==> src/rtl/mem_port_ctrl_if.sv <==
// Request/response and RAM-side signal bundle for mem_port_ctrl.
// The slave modport is the controller's view; master is the processor/RAM side.
interface mem_port_ctrl_if #(
  parameter int ADDR_W = 10,
  parameter int DATA_W = 16
);
  logic              stall;
  logic              ready;
  logic              if_req;
  logic [ADDR_W-1:0] if_addr;
  logic [DATA_W-1:0] if_data;
  logic              if_valid;
  logic              d_req;
  logic              d_we;
  logic [ADDR_W-1:0] d_addr;
  logic [DATA_W-1:0] d_wdata;
  logic [DATA_W-1:0] d_rdata;
  logic              d_valid;
  logic              mem_wea;
  logic [ADDR_W-1:0] mem_addra;
  logic [DATA_W-1:0] mem_dina;
  logic [DATA_W-1:0] mem_douta;
  logic              mem_web;
  logic [ADDR_W-1:0] mem_addrb;
  logic [DATA_W-1:0] mem_dinb;
  logic [DATA_W-1:0] mem_doutb;

  modport slave (
    input  stall, if_req, if_addr, d_req, d_we, d_addr, d_wdata, mem_douta, mem_doutb,
    output ready, if_data, if_valid, d_rdata, d_valid,
           mem_wea, mem_addra, mem_dina, mem_web, mem_addrb, mem_dinb
  );

  modport master (
    output stall, if_req, if_addr, d_req, d_we, d_addr, d_wdata, mem_douta, mem_doutb,
    input  ready, if_data, if_valid, d_rdata, d_valid,
           mem_wea, mem_addra, mem_dina, mem_web, mem_addrb, mem_dinb
  );
endinterface

==> src/rtl/mem_port_ctrl.sv <==
// Maps fetch/data requests onto a dual-port BRAM (port A read-only, port B read/write), 1-cycle read latency.
// stall freezes acceptance, RAM addresses and valids; optional post-reset zero-fill holds ready low.
module mem_port_ctrl #(
  parameter int ADDR_W         = 10,
  parameter int DATA_W         = 16,
  parameter bit CLEAR_ON_RESET = 1'b0
) (
  input  logic           clk,
  input  logic           reset,
  mem_port_ctrl_if.slave bus
);

  typedef enum logic {CLEAR, RUN} state_e;

  state_e            state_q;
  logic [ADDR_W:0]   clr_cnt_q, clr_cnt_d;
  logic [ADDR_W-1:0] last_a_q, last_a_d;
  logic [ADDR_W-1:0] last_b_q, last_b_d;
  logic              if_vld_q, d_vld_q;
  logic              fwd_q;
  logic [DATA_W-1:0] fwd_data_q;

  logic run, acc, if_acc, d_acc, collide;
  logic if_valid_w, d_valid_w;

  assign run     = (state_q == RUN);
  assign acc     = run && !bus.stall && !reset;
  assign if_acc  = acc && bus.if_req;
  assign d_acc   = acc && bus.d_req;
  assign collide = if_acc && d_acc && bus.d_we && (bus.d_addr == bus.if_addr);

  assign clr_cnt_d = clr_cnt_q + 1'b1;
  assign last_a_d  = if_acc ? bus.if_addr : last_a_q;
  assign last_b_d  = d_acc  ? bus.d_addr  : last_b_q;

  // Port A never writes; port B is owned by the zero-fill sweep while clearing.
  assign bus.mem_wea   = 1'b0;
  assign bus.mem_dina  = '0;
  assign bus.mem_addra = last_a_d;
  assign bus.mem_addrb = run ? last_b_d : clr_cnt_q[ADDR_W-1:0];
  assign bus.mem_web   = run ? (d_acc && bus.d_we) : 1'b1;
  assign bus.mem_dinb  = d_acc ? bus.d_wdata : '0;

  assign bus.ready    = acc;
  assign if_valid_w   = if_vld_q && !reset;
  assign d_valid_w    = d_vld_q && !reset;
  assign bus.if_valid = if_valid_w;
  assign bus.d_valid  = d_valid_w;
  assign bus.if_data  = if_valid_w ? (fwd_q ? fwd_data_q : bus.mem_douta) : '0;
  assign bus.d_rdata  = d_valid_w ? bus.mem_doutb : '0;

  always_ff @(posedge clk) begin
    if (reset) begin
      state_q    <= CLEAR_ON_RESET ? CLEAR : RUN;
      clr_cnt_q  <= '0;
      last_a_q   <= '0;
      last_b_q   <= '0;
      if_vld_q   <= 1'b0;
      d_vld_q    <= 1'b0;
      fwd_q      <= 1'b0;
      fwd_data_q <= '0;
    end else begin
      case (state_q)
        CLEAR: begin
          clr_cnt_q <= clr_cnt_d;
          // Carry into the extra bit means the last address was just written.
          if (clr_cnt_d[ADDR_W]) state_q <= RUN;
        end
        RUN: begin
          if (acc) begin
            last_a_q <= last_a_d;
            last_b_q <= last_b_d;
            if_vld_q <= bus.if_req;
            d_vld_q  <= bus.d_req && !bus.d_we;
            if (if_acc) begin
              fwd_q <= collide;
              if (collide) fwd_data_q <= bus.d_wdata;
            end
          end
        end
        default: state_q <= RUN;
      endcase
    end
  end

endmodule

==> src/flat_wrapper.sv <==
// flat-port wrapper written by rule: the top's interface ports become plain ports
module mem_port_ctrl_flat 
#(
  parameter int ADDR_W         = 10,
  parameter int DATA_W         = 16,
  parameter bit CLEAR_ON_RESET = 1'b0
)
  (clk, reset, bus_stall, bus_if_req, bus_if_addr, bus_d_req, bus_d_we, bus_d_addr, bus_d_wdata, bus_mem_douta, bus_mem_doutb, bus_ready, bus_if_data, bus_if_valid, bus_d_rdata, bus_d_valid, bus_mem_wea, bus_mem_addra, bus_mem_dina, bus_mem_web, bus_mem_addrb, bus_mem_dinb);
  mem_port_ctrl_if #(.ADDR_W(ADDR_W), .DATA_W(DATA_W)) bus_i ();
  input  logic clk;
  input  logic reset;
  input wire logic [$bits(bus_i.stall)-1:0] bus_stall;
  input wire logic [$bits(bus_i.if_req)-1:0] bus_if_req;
  input wire logic [$bits(bus_i.if_addr)-1:0] bus_if_addr;
  input wire logic [$bits(bus_i.d_req)-1:0] bus_d_req;
  input wire logic [$bits(bus_i.d_we)-1:0] bus_d_we;
  input wire logic [$bits(bus_i.d_addr)-1:0] bus_d_addr;
  input wire logic [$bits(bus_i.d_wdata)-1:0] bus_d_wdata;
  input wire logic [$bits(bus_i.mem_douta)-1:0] bus_mem_douta;
  input wire logic [$bits(bus_i.mem_doutb)-1:0] bus_mem_doutb;
  output wire logic [$bits(bus_i.ready)-1:0] bus_ready;
  output wire logic [$bits(bus_i.if_data)-1:0] bus_if_data;
  output wire logic [$bits(bus_i.if_valid)-1:0] bus_if_valid;
  output wire logic [$bits(bus_i.d_rdata)-1:0] bus_d_rdata;
  output wire logic [$bits(bus_i.d_valid)-1:0] bus_d_valid;
  output wire logic [$bits(bus_i.mem_wea)-1:0] bus_mem_wea;
  output wire logic [$bits(bus_i.mem_addra)-1:0] bus_mem_addra;
  output wire logic [$bits(bus_i.mem_dina)-1:0] bus_mem_dina;
  output wire logic [$bits(bus_i.mem_web)-1:0] bus_mem_web;
  output wire logic [$bits(bus_i.mem_addrb)-1:0] bus_mem_addrb;
  output wire logic [$bits(bus_i.mem_dinb)-1:0] bus_mem_dinb;
  assign bus_i.stall = bus_stall;
  assign bus_i.if_req = bus_if_req;
  assign bus_i.if_addr = bus_if_addr;
  assign bus_i.d_req = bus_d_req;
  assign bus_i.d_we = bus_d_we;
  assign bus_i.d_addr = bus_d_addr;
  assign bus_i.d_wdata = bus_d_wdata;
  assign bus_i.mem_douta = bus_mem_douta;
  assign bus_i.mem_doutb = bus_mem_doutb;
  assign bus_ready = bus_i.ready;
  assign bus_if_data = bus_i.if_data;
  assign bus_if_valid = bus_i.if_valid;
  assign bus_d_rdata = bus_i.d_rdata;
  assign bus_d_valid = bus_i.d_valid;
  assign bus_mem_wea = bus_i.mem_wea;
  assign bus_mem_addra = bus_i.mem_addra;
  assign bus_mem_dina = bus_i.mem_dina;
  assign bus_mem_web = bus_i.mem_web;
  assign bus_mem_addrb = bus_i.mem_addrb;
  assign bus_mem_dinb = bus_i.mem_dinb;
  mem_port_ctrl #(.ADDR_W(ADDR_W), .DATA_W(DATA_W), .CLEAR_ON_RESET(CLEAR_ON_RESET)) u_core (.clk(clk), .reset(reset), .bus(bus_i));
endmodule
==> config.mk <==
export PLATFORM = sky130hd
export DESIGN_NAME = mem_port_ctrl_flat
export DESIGN_NICKNAME = d
export VERILOG_FILES = /design/src/rtl/mem_port_ctrl_if.sv /design/src/rtl/mem_port_ctrl.sv /design/src/flat_wrapper.sv
export SDC_FILE = /design/constraint.sdc
export NUM_CORES = 1
export LEC_CHECK = 0
export CAP_MARGIN = 15
export CORE_AREA = 2 2 102 104
export CTS_CLUSTER_DIAMETER = 60
export DETAILED_ROUTE_END_ITERATION = 8
export DIE_AREA = 0 0 104 106
export MAX_ROUTING_LAYER = met4
export PLACE_DENSITY = 0.67
export SYNTH_ARGS = -nofsm -noshare
export SYNTH_HDL_FRONTEND = slang
export SYNTH_SLANG_ARGS = --single-unit
==> constraint.sdc <==
create_clock -name clk -period 1.7 [get_ports clk]
set_input_delay 0.255 -clock clk [delete_from_list [all_inputs] [get_ports clk]]
set_output_delay 0.255 -clock clk [all_outputs]
set_load 0.01 [all_outputs]
### After elaboration in Yosys (flattened, before gate mapping)

Cells that the tools add are included.

| operators by class | value |
|---|---|
| add/sub/neg operators | 1 |
| equal/unequal tests | 1 |
| multiplexer cells | 9 |
| reduce and logical (&&, ||, !) cells | 18 |

Operators with widths:

| cell | count |
|---|---|
| 16-bit two-way mux | 4 |
| 10-bit two-way mux | 3 |
| 11-bit by 1-bit adder with 11-bit output (second input constant) | 1 |
| 1-bit logical AND | 11 |
| 10-bit == test | 1 |
| 4-bit AND reduction | 1 |
| 1-bit zero test | 3 |
| 3-bit AND reduction | 1 |
| 1-bit two-way mux | 2 |
| 2-bit AND reduction | 1 |
| 2-bit OR reduction | 1 |

| storage, ports and cells | value |
|---|---|
| register bits | 51 |
| bits of input ports | 74 |
| word-level logic and storage cells | 37 |

### Logic depth before layout (Yosys ltp)

Gate-level depths: netlist of run 1.

| logic depth | value |
|---|---|
| word-level depth | 8 |
| mapped depth | 6 |
| mapped depth without buffers | 5 |

### Least setup slack after synthesis of run 1

OpenSTA, ideal clock, no wires.

| path | value |
|---|---|
| kind | register to register |
| start | register u_core.state_q (netlist: u_core.run) |
| end | register u_core.fwd_data_q[0] |
| arrival time | 1.629 ns |
| data required time | 1.628 ns |
| slack | -0.001 ns |
| cell stages (with the launch flop) | 7 |
| period minus slack after synthesis | 1.701 ns |
| cell sequence | dfxtp_1 -> and4bb_2 -> buf_6 -> nand4_2 -> nor4_4 -> buf_6 -> mux2i_1 |

| on the way | value |
|---|---|
| word-level cells in the longest chain between the ends | 7 |

Ends and longest elaborated chain:

| what | line | source |
|---|---|---|
| start: declaration | mem_port_ctrl.sv:15 | `state_e state_q;` |
| start signal: assignment | mem_port_ctrl.sv:54 | `state_q <= CLEAR_ON_RESET ? CLEAR : RUN;` |
| 1-bit logical AND (2 in a row) | mem_port_ctrl.sv:27 | `assign acc = run && !bus.stall && !reset;` |
| 1-bit logical AND (on tied branches) | mem_port_ctrl.sv:28, mem_port_ctrl.sv:29 |  |
| 1-bit logical AND (3 in a row) | mem_port_ctrl.sv:30 | `assign collide = if_acc && d_acc && bus.d_we && (bus.d_addr == bus.if_addr);` |
| 4-bit AND reduction (no line) (*) | -- |  |
| end signal: assignment | mem_port_ctrl.sv:77 | `if (collide) fwd_data_q <= bus.d_wdata;` |
| end: declaration | mem_port_ctrl.sv:21 | `logic [DATA_W-1:0] fwd_data_q;` |

Mark *: on every way between the ends. The rest lies on a longest branch, timed or not.
A chain may end at the register's enable or synchronous reset.

### Worst setup path after layout of run 1

| path | value |
|---|---|
| start | register u_core.state_q (netlist: u_core.run) |
| end | output bus_mem_addrb[3] |

| on the way | value |
|---|---|
| word-level cells in the longest chain between the ends | 5 |

Ends and longest elaborated chain:

| what | line | source |
|---|---|---|
| 1-bit logical AND (2 in a row) | mem_port_ctrl.sv:27 |  |
| 1-bit logical AND | mem_port_ctrl.sv:29 | `assign d_acc = acc && bus.d_req;` |
| 10-bit two-way mux | mem_port_ctrl.sv:34 | `assign last_b_d = d_acc ? bus.d_addr : last_b_q;` |
| 10-bit two-way mux (*) | mem_port_ctrl.sv:40 | `assign bus.mem_addrb = run ? last_b_d : clr_cnt_q[ADDR_W-1:0];` |
| end: declaration | flat_wrapper.sv:30 | `output wire logic [$bits(bus_i.mem_addrb)-1:0] bus_mem_addrb;` |

Marked as above.

==> results of run 1 <==
## worst max-delay path by stage
stage | depth (start not counted) | endpoint | startpoint
6_report | 6 | bus_mem_addrb[3] | u_core.run
5_1_grt | 6 | bus_mem_addrb[3] | u_core.run
4_1_cts | 6 | bus_mem_addrb[8] | u_core.run
3_5_place_dp | 6 | bus_mem_addrb[4] | bus_stall
3_3_place_gp | 6 | bus_mem_addrb[6] | bus_d_req
2_1_floorplan | 5 | u_core.fwd_data_q[0] | reset
## repair_timing
action	4_1_cts	5_1_grt
gates resized for setup	251	75
pin swaps	22	8
setup buffers	35	3
cloned	6	0
setup endpoints to repair	89	79
## registers in the layout (all words and copies together) (netlist names)
register / cells
u_core.if_vld_q: 1
u_core.fwd_data_q: 16
u_core.last_b_q: 10
u_core.d_vld_q: 1
u_core.run: 1
u_core.fwd_q: 1
u_core.last_a_q: 10
u_core.clr_cnt_q: 11
## kinds of logic after synthesis
logic type / Yosys count / share of synthesized area, %
flops: 51 / 35.0
simple gates: 151 / 29.5
other cells: 1 / 0.129
compound gates: 13 / 2.49
fa+ha+maj: 1 / 0.429
buf+inv: 38 / 7.59
xor+xnor: 21 / 6.30
mux: 53 / 18.6
## metrics by stage
step	instance area [um^2]	setup WS (ps)	std cells	util, %
6_report	5360	-234	658	53.6
5_1_grt	5360	-303	658	53.6
4_1_cts	5190	-228	659	51.9
3_5_place_dp	4650	-640	612	46.5
3_3_place_gp	4650	-578	612	46.5
2_1_floorplan	2990	-0.0688	345	-
## cell type report
cell class	count	share of cell area, %
timing repair buffer	206	38.9
multi-input combinational	256	37.1
sequential	51	19.1
tap	136	3.18
clock buffer	5	1.28
clock inverter	3	0.420
inverter	1	0.0700
## worst min-delay path: cells and delay by family
family        cells  cell delay [ps]
simple gates      1               50
buf+inv           2              290
## where the power goes
group          switching [mW]  total [mW]  internal [mW]
Clock                   0.460       0.759          0.300
Sequential            0.00851        1.22           1.21
Combinational           0.263       0.694          0.431
## cells in the final DEF, fill, tap and decap left out, types with 2 or more instances in the layout
| master | synthesis | layout |
|---|---|---|
| dfxtp_1 | 51 | 49 |
| buf_12 | 0 | 10 |
| buf_8 | 0 | 4 |
| nor2b_1 | 14 | 13 |
| and3_1 | 2 | 2 |
| inv_6 | 0 | 2 |
| clkbuf_8 | 0 | 5 |
| buf_16 | 0 | 3 |
| and4bb_4 | 0 | 2 |
| xnor2_1 | 13 | 13 |
| a21oi_2 | 0 | 4 |
| nand4_1 | 5 | 5 |
| buf_2 | 0 | 12 |
| clkbuf_2 | 0 | 6 |
| nand2b_1 | 34 | 34 |
| buf_6 | 2 | 34 |
| clkdlybuf4s50_1 | 0 | 69 |
| clkdlybuf4s15_1 | 0 | 17 |
| conb_1 | 1 | 17 |
| buf_4 | 17 | 36 |
| xor2_1 | 8 | 8 |
| and2_4 | 0 | 16 |
| mux2i_4 | 0 | 8 |
| mux2i_2 | 0 | 4 |
| nor2_1 | 47 | 47 |
| dlygate4sd2_1 | 0 | 14 |
| mux2i_1 | 43 | 31 |
| nand3_1 | 3 | 3 |
| nand2_1 | 4 | 4 |
| mux2_4 | 0 | 10 |
| a21oi_1 | 11 | 7 |
| and2_1 | 32 | 16 |
## layer usage
metal / share of wire (%) / up-vias / GRT usage [%]
li1: - / 1427 / -
met1: 42 / 1321 / 19.3
met2: 52 / 107 / 31.8
met3: 5.4 / 12 / 4.29
met4: 1.1 / 0 / 3.57
met5: 0 / - / -
==> metrics.md, run 1 <==
| Metric | Value |
|---|---|
| Die outline width | `104 um` |
| Core area | `about 0.01 mm^2` |
| RSZ-0062 raised after global routing | `true` |
| Vias in the first global route | `about 2900` |
| Clk_skew | `approximately 7.4 ps` |
| Final HPWL DP | `about 6.4 mm` |
| First-pass GRT wire length | `15.0 mm` |
| Synth Cell Area | `~0.0029 mm^2` |
| Reg2Reg Launch Point | `u_core.run` |
| CP top delay family | `buffers and inverters` |
| CTS tree | `done` |
| Wire per inst | `14.9 um` |
| Global Route Usage Sum | `between 15 and 20%` |
| Period utilization | `114%` |
| Post-CTS Hold Buffers | `0` |
| # clock sinks | `51` |
| Initial Util | `between 20 and 30%` |
| N_diodes | `0` |
| CP most frequent cell | `buf_12` |
| Yosys warns | `0` |
| Crit path max-delay cell type | `dfxtp_2` |
| Worst Path Arrival | `between 1500 and 2000 ps` |
| Largest net degree at the start of global routing | `34` |
| Slowest Stage Delay on Critical Path | `370 ps` |
| Layout cells sized above 1 | `31.6%` |
| Fin. Hold Viols | `0` |
| WP buf/inv | `3` |
| Kind of end point of the critical path | `output pin` |
| Vias after detailed routing | `2867` |
| Layout fillers | `921` |
| Antenna Nets Post-Route | `0` |
| MaxCap Viol Count | `0` |
| Leakage | `2.26 nW` |
| Power Total | `between 2 and 3 mW` |
| GR Overflow Total | `0` |
| Layout area overhead | `83.7%` |
| Final nets | `between 500 and 600` |
| Post-synth top area cell | `dfxtp_1` |
| Post-Syn Area per Cell | `between 8 and 9 um^2` |
| H-tree Lvls | `2` |
| IR Drop Worst-Case VDD | `328 uV` |
| Count of cell types in the netlist | `32` |
| Die Ht | `106 um` |
| Hold endpoint | `u_core.last_b_q[8]` |
| Crit-path max FO | `4` |
| PortBufs | `145` |
| Pwr dens | `approximately 500 mW/mm^2` |
| Clock Pin Slew Worst Setup and Hold Paths | `around 100 ps` |
| Clk buf depth | `2` |
| Hold depth | `3` |
| Row cnt | `37` |
| Top FF cell, synth | `dfxtp_1` |
| R2R setup slack | `-190 ps` |
| R2R depth | `11` |
| Min setup slack post-route | `-234 ps` |
| Max-slew violations | `0` |
| Root buf cell | `clkbuf_8` |
| Worst hold margin | `about 310 ps` |
| Initial antenna violation count | `0` |
| Number of setup violations in the final report | `56` |
| DR iter-0 viols | `between 40 and 50` |
| Post-synth ARST share | `0%` |
| Synth top area cells | `dfxtp_1, mux2i_1, nand2b_1` |
| Number of buffers created by CTS | `5` |
| EDFF count, synth | `0` |
| F_max | `517 MHz` |
| DRC | `0` |
| Startpoint types | `flop` |
| I/O pins | `around 160` |
| Worst skew pair latency | `310 ps` |
| Gate Count Post-Synth | `about 330` |
| DR pass1 iterations | `4` |
| CP required | `between 1000 and 1500 ps` |
| Synth Register Bits | `roughly 50` |
| Final Wtd Congestion | `~0.75` |
| Failing checks | `setup timing` |
| Count leader, synth | `dfxtp_1` |
| Die area | `0.0110 mm^2` |
| Setup TNS | `-6780 ps` |
| Min-delay src | `reset` |
| CP Cell Sequence | `and4bb_4 > buf_12 > buf_12 > mux2i_2 > a21oi_1 > buf_2` |
| Hold WC Path Type | `primary input to flop` |
| Post-synth top cells | `dfxtp_1, nor2_1, mux2i_1` |
| Crit path time final | `around 1900 ps` |
| WS Path Type | `flop to output pin` |
| Via density | `4.36` |
| Status | `finished, violations left` |
| Final WL | `9.81 mm` |
| Register Area | `0.00103 mm^2` |
| Worst R2R End | `u_core.last_b_q[9]` |
| Area of the multi-input gates | `0.00199 mm^2` |
| Post-synth top area share | `35.0%` |
| Post-synthesis sequential area ratio | `about a third` |
(Power assumes the default switching activity.)
==> run 2: changes to the inputs <==
--- a/config.mk
+++ b/config.mk
@@ -5,13 +5,14 @@
 export SDC_FILE = /design/constraint.sdc
 export NUM_CORES = 1
 export LEC_CHECK = 0
+export ABC_AREA = 1
 export CAP_MARGIN = 15
-export CORE_AREA = 2 2 102 104
+export CORE_AREA = 2 2 104 106
 export CTS_CLUSTER_DIAMETER = 60
 export DETAILED_ROUTE_END_ITERATION = 8
-export DIE_AREA = 0 0 104 106
+export DIE_AREA = 0 0 106 108
 export MAX_ROUTING_LAYER = met4
-export PLACE_DENSITY = 0.67
+export PLACE_DENSITY = 0.66
 export SYNTH_ARGS = -nofsm -noshare
 export SYNTH_HDL_FRONTEND = slang
 export SYNTH_SLANG_ARGS = --single-unit
==> metrics.md, run 2 <==
| Metric | Value |
|---|---|
| Status | `finished, violations left (unchanged)` |
| Failing checks | `setup timing (unchanged)` |
| Adder-cell share of the synthesized area | `0.414% (was 0.429%)` |
| Synth Area in Simple Gates | `33.8% (was 29.5%)` |
| Antenna Nets Post-Route | `0 (unchanged)` |
| Core area | `0.0102 mm^2 (was 0.0100 mm^2)` |
| GR Overflow Total | `0 (unchanged)` |
| Grt met1 use | `19.3% (about the same)` |
| Final nets | `777 (was 596)` |
| Wire per inst | `13.1 um (was 14.9 um)` |
| Final Wtd Congestion | `0.831 (was 0.748)` |
| Root buf cell | `clkbuf_8 (unchanged)` |
| I/O pins | `163 (unchanged)` |
| Post-synth ARST share | `0% (unchanged)` |
| Fin. Hold Viols | `0 (unchanged)` |
| CP Cell Sequence | `nand3b_4 > buf_6 > nor2_4 > buf_6 > buf_6 > or2_4 > o21ai_4 > inv_1 > buf_2 (was and4bb_4 > buf_12 > buf_12 > mux2i_2 > a21oi_1 > buf_2)` |
| M2 GR Usage | `34.3% (was 31.8%)` |
| Gate Count Post-Synth | `497 (was 329)` |
| Post-synth top area share | `33.8% (was 35.0%)` |
| Via density | `4.43 (was 4.36)` |
| Worst skew pair latency | `310 ps (about the same)` |
| Crit path time final | `1910 ps (was 1930 ps)` |
| CP most frequent cell | `buf_6 (was buf_12)` |
| GR peak layer | `met2 (unchanged)` |
| DRC | `0 (unchanged)` |
| Vias in the first global route | `3412 (was 2884)` |
| Leading cell type in the layout, fill and taps excluded | `nand2_1 (was clkdlybuf4s50_1)` |
| Layout area overhead | `84.7% (was 83.7%)` |
| Synth Cell Area | `0.00302 mm^2 (was 0.00292 mm^2)` |
| Synth Register Bits | `51 (unchanged)` |
| Synth top area cells | `dfxtp_1, nand2_1, nor2_1 (was dfxtp_1, mux2i_1, nand2b_1)` |
| Die area | `0.0114 mm^2 (was 0.0110 mm^2)` |
| # clock sinks | `51 (unchanged)` |
| Power Total | `2.94 mW (was 2.67 mW)` |
| Pwr dens | `526 mW/mm^2 (was 499 mW/mm^2)` |
| Top FF cell, synth | `dfxtp_1 (unchanged)` |
| Cell internal pwr | `2.11 mW (was 1.94 mW)` |
| Row cnt | `37 (unchanged)` |
| EDFF count, synth | `0 (unchanged)` |
| Kind of end point of the critical path | `output pin (unchanged)` |
| Synth Area in XOR/XNOR | `0.290% (was 6.30%)` |
| PortBufs | `145 (unchanged)` |
| Vias after detailed routing | `3719 (was 2867)` |
| Hold WC Path Type | `flop to flop (was primary input to flop)` |
| Clock Pin Slew Worst Setup and Hold Paths | `100 ps (about the same)` |
| Sw Share | `28.3% (was 27.4%)` |
| WS Path Type | `flop to output pin (unchanged)` |
| Worst Path Arrival | `1650 ps (was 1680 ps)` |
| Count of cell types in the netlist | `32 (unchanged)` |
| H-tree Lvls | `2 (unchanged)` |
| Net Switching | `0.830 mW (was 0.731 mW)` |
| Final WL | `11.0 mm (was 9.81 mm)` |
| Max-slew violations | `0 (unchanged)` |
| Post-synth top cells | `nand2_1, nor2_1, inv_1 (was dfxtp_1, nor2_1, mux2i_1)` |
| Mux contribution to synthesized area | `0% (was 18.6%)` |
| Post-synthesis sequential area ratio | `33.8% (was 35.0%)` |
| Post-CTS Hold Buffers | `0 (unchanged)` |
| Largest net degree at the start of global routing | `34 (unchanged)` |
| Initial antenna violation count | `0 (unchanged)` |
| CTS tree | `done (unchanged)` |
| Layout cells sized above 1 | `31.9% (was 31.6%)` |
| Met3 Track Usage GR | `3.32% (was 4.29%)` |
| Number of setup violations in the final report | `51 (was 56)` |
| Clk_skew | `10.9 ps (was 7.38 ps)` |
| Clk pwr share | `29.9% (was 28.4%)` |
| Post-Layout Cell Count | `839 (was 658)` |
| Leakage | `2.77 nW (was 2.26 nW)` |
| Yosys warns | `0 (unchanged)` |
| Combinational fraction of design power | `27.7% (was 26.0%)` |
| Post-Syn Area per Cell | `6.08 um^2 (was 8.87 um^2)` |
| Synth Area in Compound Gates | `13.2% (was 2.49%)` |
| MaxCap Viol Count | `0 (unchanged)` |
| Largest registers | `u_core.fwd_data_q x16, u_core.clr_cnt_q x11 (unchanged)` |
| Setup TNS | `-4550 ps (was -6780 ps)` |
| DR pass1 iterations | `4 (unchanged)` |
| Crit path max-delay cell type | `dfxtp_2 (unchanged)` |
| Global Route Usage Sum | `18.2% (was 17.4%)` |
| Number of buffers created by CTS | `5 (unchanged)` |
| IR Drop Worst-Case VDD | `432 uV (was 328 uV)` |
| Clk buf depth | `2 (unchanged)` |
| RSZ-0062 raised after global routing | `true (unchanged)` |
| CP required | `1440 ps (about the same)` |
| Die Ht | `108 um (was 106 um)` |
| Startpoint types | `flop (unchanged)` |
| Period utilization | `112% (was 114%)` |
| Die outline width | `106 um (was 104 um)` |
| Count leader, synth | `nand2_1 (was dfxtp_1)` |
| Largest family of logic cells by synthesized area | `simple AND/OR/NAND/NOR gates (unchanged)` |
| Final HPWL DP | `7.47 mm (was 6.45 mm)` |
| Initial Util | `29.5% (was 29.2%)` |
| Crit-path max FO | `5 (was 4)` |
| Slowest Stage Delay on Critical Path | `360 ps (was 370 ps)` |
| N_diodes | `0 (unchanged)` |
| Flop pwr share | `42.4% (was 45.6%)` |
| DR iter-0 viols | `193 (was 42)` |
| F_max | `524 MHz (was 517 MHz)` |
| Reg with most FFs | `u_core.fwd_data_q (unchanged)` |
| Number of flip-flops in the largest register | `16 (unchanged)` |
| Min setup slack post-route | `-207 ps (was -234 ps)` |
| Most frequent cells in the layout | `nand2_1, inv_1, clkdlybuf4s50_1 (was clkdlybuf4s50_1, dfxtp_1, nor2_1)` |
| Post-placement cell count | `791 (was 612)` |
| Post-synth top area cell | `dfxtp_1 (unchanged)` |
| Worst hold margin | `480 ps (was 313 ps)` |
| First-pass GRT wire length | `16.1 mm (was 15.0 mm)` |
[run 2: stage by stage]
stage | util [%] | instance area, um^2 | worst slack, ps
finish | 54.5 | 5580 | -207
global route | 54.5 | 5580 | -278
CTS | 50.8 | 5190 | -218
detailed placement | 46.9 | 4800 | -662
global placement | 46.9 | 4800 | -624
floorplan | - | 3080 | 206
[run 2: cells by family after synthesis]
kind of cell,after synthesis
AND/OR/NAND/NOR,246
buffers and inverters,120
AO/OA/AOI/OAI,77
flip-flops,51
XOR/XNOR,1
adder cells (fa/ha/maj),1
other,1
[run 2: final cells by class]
cell class,count,area [um^2]
inverter,79,320
tap,136,170
timing repair inverter,2,41.3
multi-input combinational,342,1890
sequential,51,1020
clock buffer,5,68.8
clock inverter,3,46.3
fill,982,4650
timing repair buffer,221,2020
[run 2: worst max-delay path, delay by kind of cell, from the launching register on]
kind                   cells  cell delay, ps
DFF                        1             360
and+or+nand+nor            3             390
buffers and inverters      5             540
AOI/OAI and AO/OA          1              60
[run 2: final timing paths]
| kind | start | end | slack, ps | cells past startpoint |
|---|---|---|---|---|
| min reg2reg | u_core.fwd_data_q[2] | u_core.fwd_data_q[2] | 480 | 2 |
| max reg2reg | u_core.run | u_core.fwd_data_q[12] | -80 | 11 |
| max | u_core.run | bus_mem_addra[4] | -210 | 9 |
| min | u_core.fwd_data_q[2] | u_core.fwd_data_q[2] | 480 | 2 |
[run 2: layer usage]
metal  wire length (um)  share of wire [%]
met1               4230                 38
met2               5910                 54
met3                686                6.2
met4                177                1.6
met5                  0                  0
[run 2: what timing repair did]
item,in CTS,in global routing
cloned,3,2
pin swaps,18,24
gates resized for setup,272,117
setup buffers,30,11
endpoints found under the setup margin,85,74
[run 2: power by group through the flow]
| stage | clock network, mW | registers, mW | logic [mW] |
|---|---|---|---|
| finish | 0.878 | 1.25 | 0.813 |
| global route | 0.956 | 1.25 | 0.877 |
| CTS | 0.916 | 1.24 | 0.730 |
| detailed placement | 0 | 1.27 | 0.668 |
| global placement | 0 | 1.26 | 0.659 |
| floorplan | 0 | 1.26 | 0.288 |
==> run 3: changes to the inputs <==
--- a/config.mk
+++ b/config.mk
@@ -16,3 +16,4 @@
 export SYNTH_ARGS = -nofsm -noshare
 export SYNTH_HDL_FRONTEND = slang
 export SYNTH_SLANG_ARGS = --single-unit
+export TNS_END_PERCENT = 10
==> metrics.md, run 3 (synthesis results as in run 2) <==
| Metric | Value |
|---|---|
| Status | `finished, violations left (unchanged)` |
| Failing checks | `setup timing (unchanged)` |
| Leakage | `2.56 nW (was 2.77 nW)` |
| Layout area overhead | `63.9% (was 84.7%)` |
| Crit path time final | `1820 ps (was 1910 ps)` |
| PortBufs | `145 (unchanged)` |
| Fin. Hold Viols | `0 (unchanged)` |
| Final Wtd Congestion | `0.831 (unchanged)` |
| Crit-path max FO | `6 (was 5)` |
| Slowest Stage Delay on Critical Path | `360 ps (about the same)` |
| Core area | `0.0102 mm^2 (unchanged)` |
| Final WL | `9.98 mm (was 11.0 mm)` |
| Clk_skew | `14.8 ps (was 10.9 ps)` |
| Period utilization | `107% (was 112%)` |
| Grt met1 use | `18.5% (was 19.3%)` |
| GR Overflow Total | `0 (unchanged)` |
| Vias after detailed routing | `3538 (was 3719)` |
| N_diodes | `0 (unchanged)` |
| F_max | `549 MHz (was 524 MHz)` |
| Reg2Reg Launch Point | `u_core.run (unchanged)` |
| Layout fillers | `1057 (was 982)` |
| GR peak layer | `met2 (unchanged)` |
| Antenna Nets Post-Route | `0 (unchanged)` |
| Setup TNS | `-1230 ps (was -4550 ps)` |
| Most frequent cells in the layout | `nand2_1, inv_1, nor2_1 (was nand2_1, inv_1, clkdlybuf4s50_1)` |
| RSZ-0062 raised after global routing | `true (unchanged)` |
| Hold WC Path Type | `flop to flop (unchanged)` |
| Final nets | `751 (was 777)` |
| Number of flip-flops in the largest register | `16 (unchanged)` |
| Die outline width | `106 um (unchanged)` |
| Clk buf depth | `2 (unchanged)` |
| H-tree Lvls | `2 (unchanged)` |
| CP most frequent cell | `o21ai_2 (was buf_6)` |
| R2R setup slack | `80 ps (was -80 ps)` |
| Layout cells sized above 1 | `25.3% (was 31.9%)` |
| Die area | `0.0114 mm^2 (unchanged)` |
| Hold endpoint | `u_core.clr_cnt_q[0] (was u_core.fwd_data_q[2])` |
| # clock sinks | `51 (unchanged)` |
| Largest registers | `u_core.fwd_data_q x16, u_core.clr_cnt_q x11 (unchanged)` |
| IR Drop Worst-Case VDD | `398 uV (was 432 uV)` |
| Wire per inst | `12.3 um (was 13.1 um)` |
| Number of buffers created by CTS | `5 (unchanged)` |
| Min-delay src | `u_core.clr_cnt_q[0] (was u_core.fwd_data_q[2])` |
| I/O pins | `163 (unchanged)` |
| R2R depth | `11 (unchanged)` |
| Reg with most FFs | `u_core.fwd_data_q (unchanged)` |
| Kind of end point of the critical path | `output pin (unchanged)` |
| CP Cell Sequence | `nand3b_4 > nor2_4 > buf_6 > buf_8 > nand2_1 > o21ai_2 > o21ai_2 > buf_2 (was nand3b_4 > buf_6 > nor2_4 > buf_6 > buf_6 > or2_4 > o21ai_4 > inv_1 > buf_2)` |
| Global Route Usage Sum | `17.2% (was 18.2%)` |
| Initial Util | `29.5% (unchanged)` |
| Vias in the first global route | `3303 (was 3412)` |
| DR iter-0 viols | `149 (was 193)` |
| CP required | `1440 ps (about the same)` |
| Met3 Track Usage GR | `3.32% (unchanged)` |
| Leading cell type in the layout, fill and taps excluded | `nand2_1 (unchanged)` |
| Worst Path Arrival | `1570 ps (was 1650 ps)` |
| Placed Area | `0.00480 mm^2 (unchanged)` |
| Root buf cell | `clkbuf_8 (unchanged)` |
| DRC | `0 (unchanged)` |
| Crit path max-delay cell type | `dfxtp_2 (unchanged)` |
| MaxCap Viol Count | `0 (unchanged)` |
| CTS tree | `done (unchanged)` |
| Via density | `4.35 (was 4.43)` |
| Die Ht | `108 um (unchanged)` |
| Startpoint types | `flop (unchanged)` |
| Final HPWL DP | `7.47 mm (unchanged)` |
| WS Path Type | `flop to output pin (unchanged)` |
| Power Total | `2.81 mW (was 2.94 mW)` |
| Final Cell Area | `0.00495 mm^2 (was 0.00558 mm^2)` |
| Initial antenna violation count | `0 (unchanged)` |
| Hold depth | `1 (was 2)` |
| First-pass GRT wire length | `15.4 mm (was 16.1 mm)` |
| Worst skew pair latency | `310 ps (about the same)` |
| Clock Pin Slew Worst Setup and Hold Paths | `90 ps (was 100 ps)` |
| Row cnt | `37 (unchanged)` |
| DR pass1 iterations | `4 (unchanged)` |
| Number of setup violations in the final report | `20 (was 51)` |
| Min setup slack post-route | `-120 ps (was -207 ps)` |
| M2 GR Usage | `32.6% (was 34.3%)` |
| Max-slew violations | `0 (unchanged)` |
| Worst R2R End | `u_core.last_a_q[5] (was u_core.fwd_data_q[12])` |
| Pwr dens | `567 mW/mm^2 (was 526 mW/mm^2)` |
| Largest net degree at the start of global routing | `34 (unchanged)` |
-- run 3: cell types whose count changed in the layout (fill, tap and decap cells not counted), moves of 8 or more --
cell | previous run | this run
nor2_4 | 18 | 3
nor2_1 | 63 | 73
buf_6 | 40 | 12
buf_2 | 25 | 38
nand2_1 | 106 | 114
-- run 3: how the worst max path moves through the flow --
stage / startpoint / endpoint / slack (ps) / cells past startpoint
floorplan: u_core.run / bus_mem_addrb[3] / 210 / 6
global placement: reset / bus_mem_addrb[0] / -620 / 8
detailed placement: reset / bus_mem_addrb[4] / -660 / 8
CTS: u_core.run / bus_mem_addrb[6] / -190 / 7
global route: u_core.run / bus_mem_addrb[4] / -230 / 8
finish: u_core.run / bus_mem_addrb[4] / -120 / 8
-- run 3: report_power, final --
group	internal, mW	leakage (nW)	switching, mW
Sequential	1.23	0.414	0.0161
Combinational	0.359	2.10	0.321
Clock	0.444	0.0548	0.441
-- run 3: critical path, delay by kind of cell (launching register included) --
kind	cells	cell delay (ps)
buffers and inverters	3	390
DFF	1	360
AOI/OAI and AO/OA	2	140
and+or+nand+nor	3	360
-- run 3: layout make-up --
type	count	area [um^2]	share of cell area (%)
clock buffer	5	68.8	1.39
clock inverter	3	46.3	0.935
inverter	79	315	6.37
multi-input combinational	342	1670	33.8
sequential	51	1020	20.7
tap	136	170	3.44
timing repair buffer	197	1650	33.4
-- run 3: repair_timing --
item	in CTS	in global routing
cloned	2	1
hold buffers	0	0
endpoints found under the setup margin	85	66
hold endpoints to repair	0	0
pin swaps	9	13
gates resized for setup	226	69
setup buffers	10	3
-- run 3: stage by stage --
stage / hold WS (ps) / std cells / setup slack [ps] / utilization (%)
after floorplan: 363 / 513 / 206 / -
after CTS: 497 / 809 / -192 / 47.7
after global placement: 463 / 791 / -624 / 46.9
after global routing: 520 / 813 / -226 / 48.4
final: 481 / 813 / -120 / 48.4
after detailed placement: 468 / 791 / -662 / 46.9
-- run 3: metal layers --
| layer | part of all wire (%) | vias up |
|---|---|---|
| met5 | 0 | - |
| met4 | 1.1 | 0 |
| li1 | - | 1830 |
| met2 | 53 | 125 |
| met1 | 40 | 1577 |
| met3 | 6.1 | 6 |
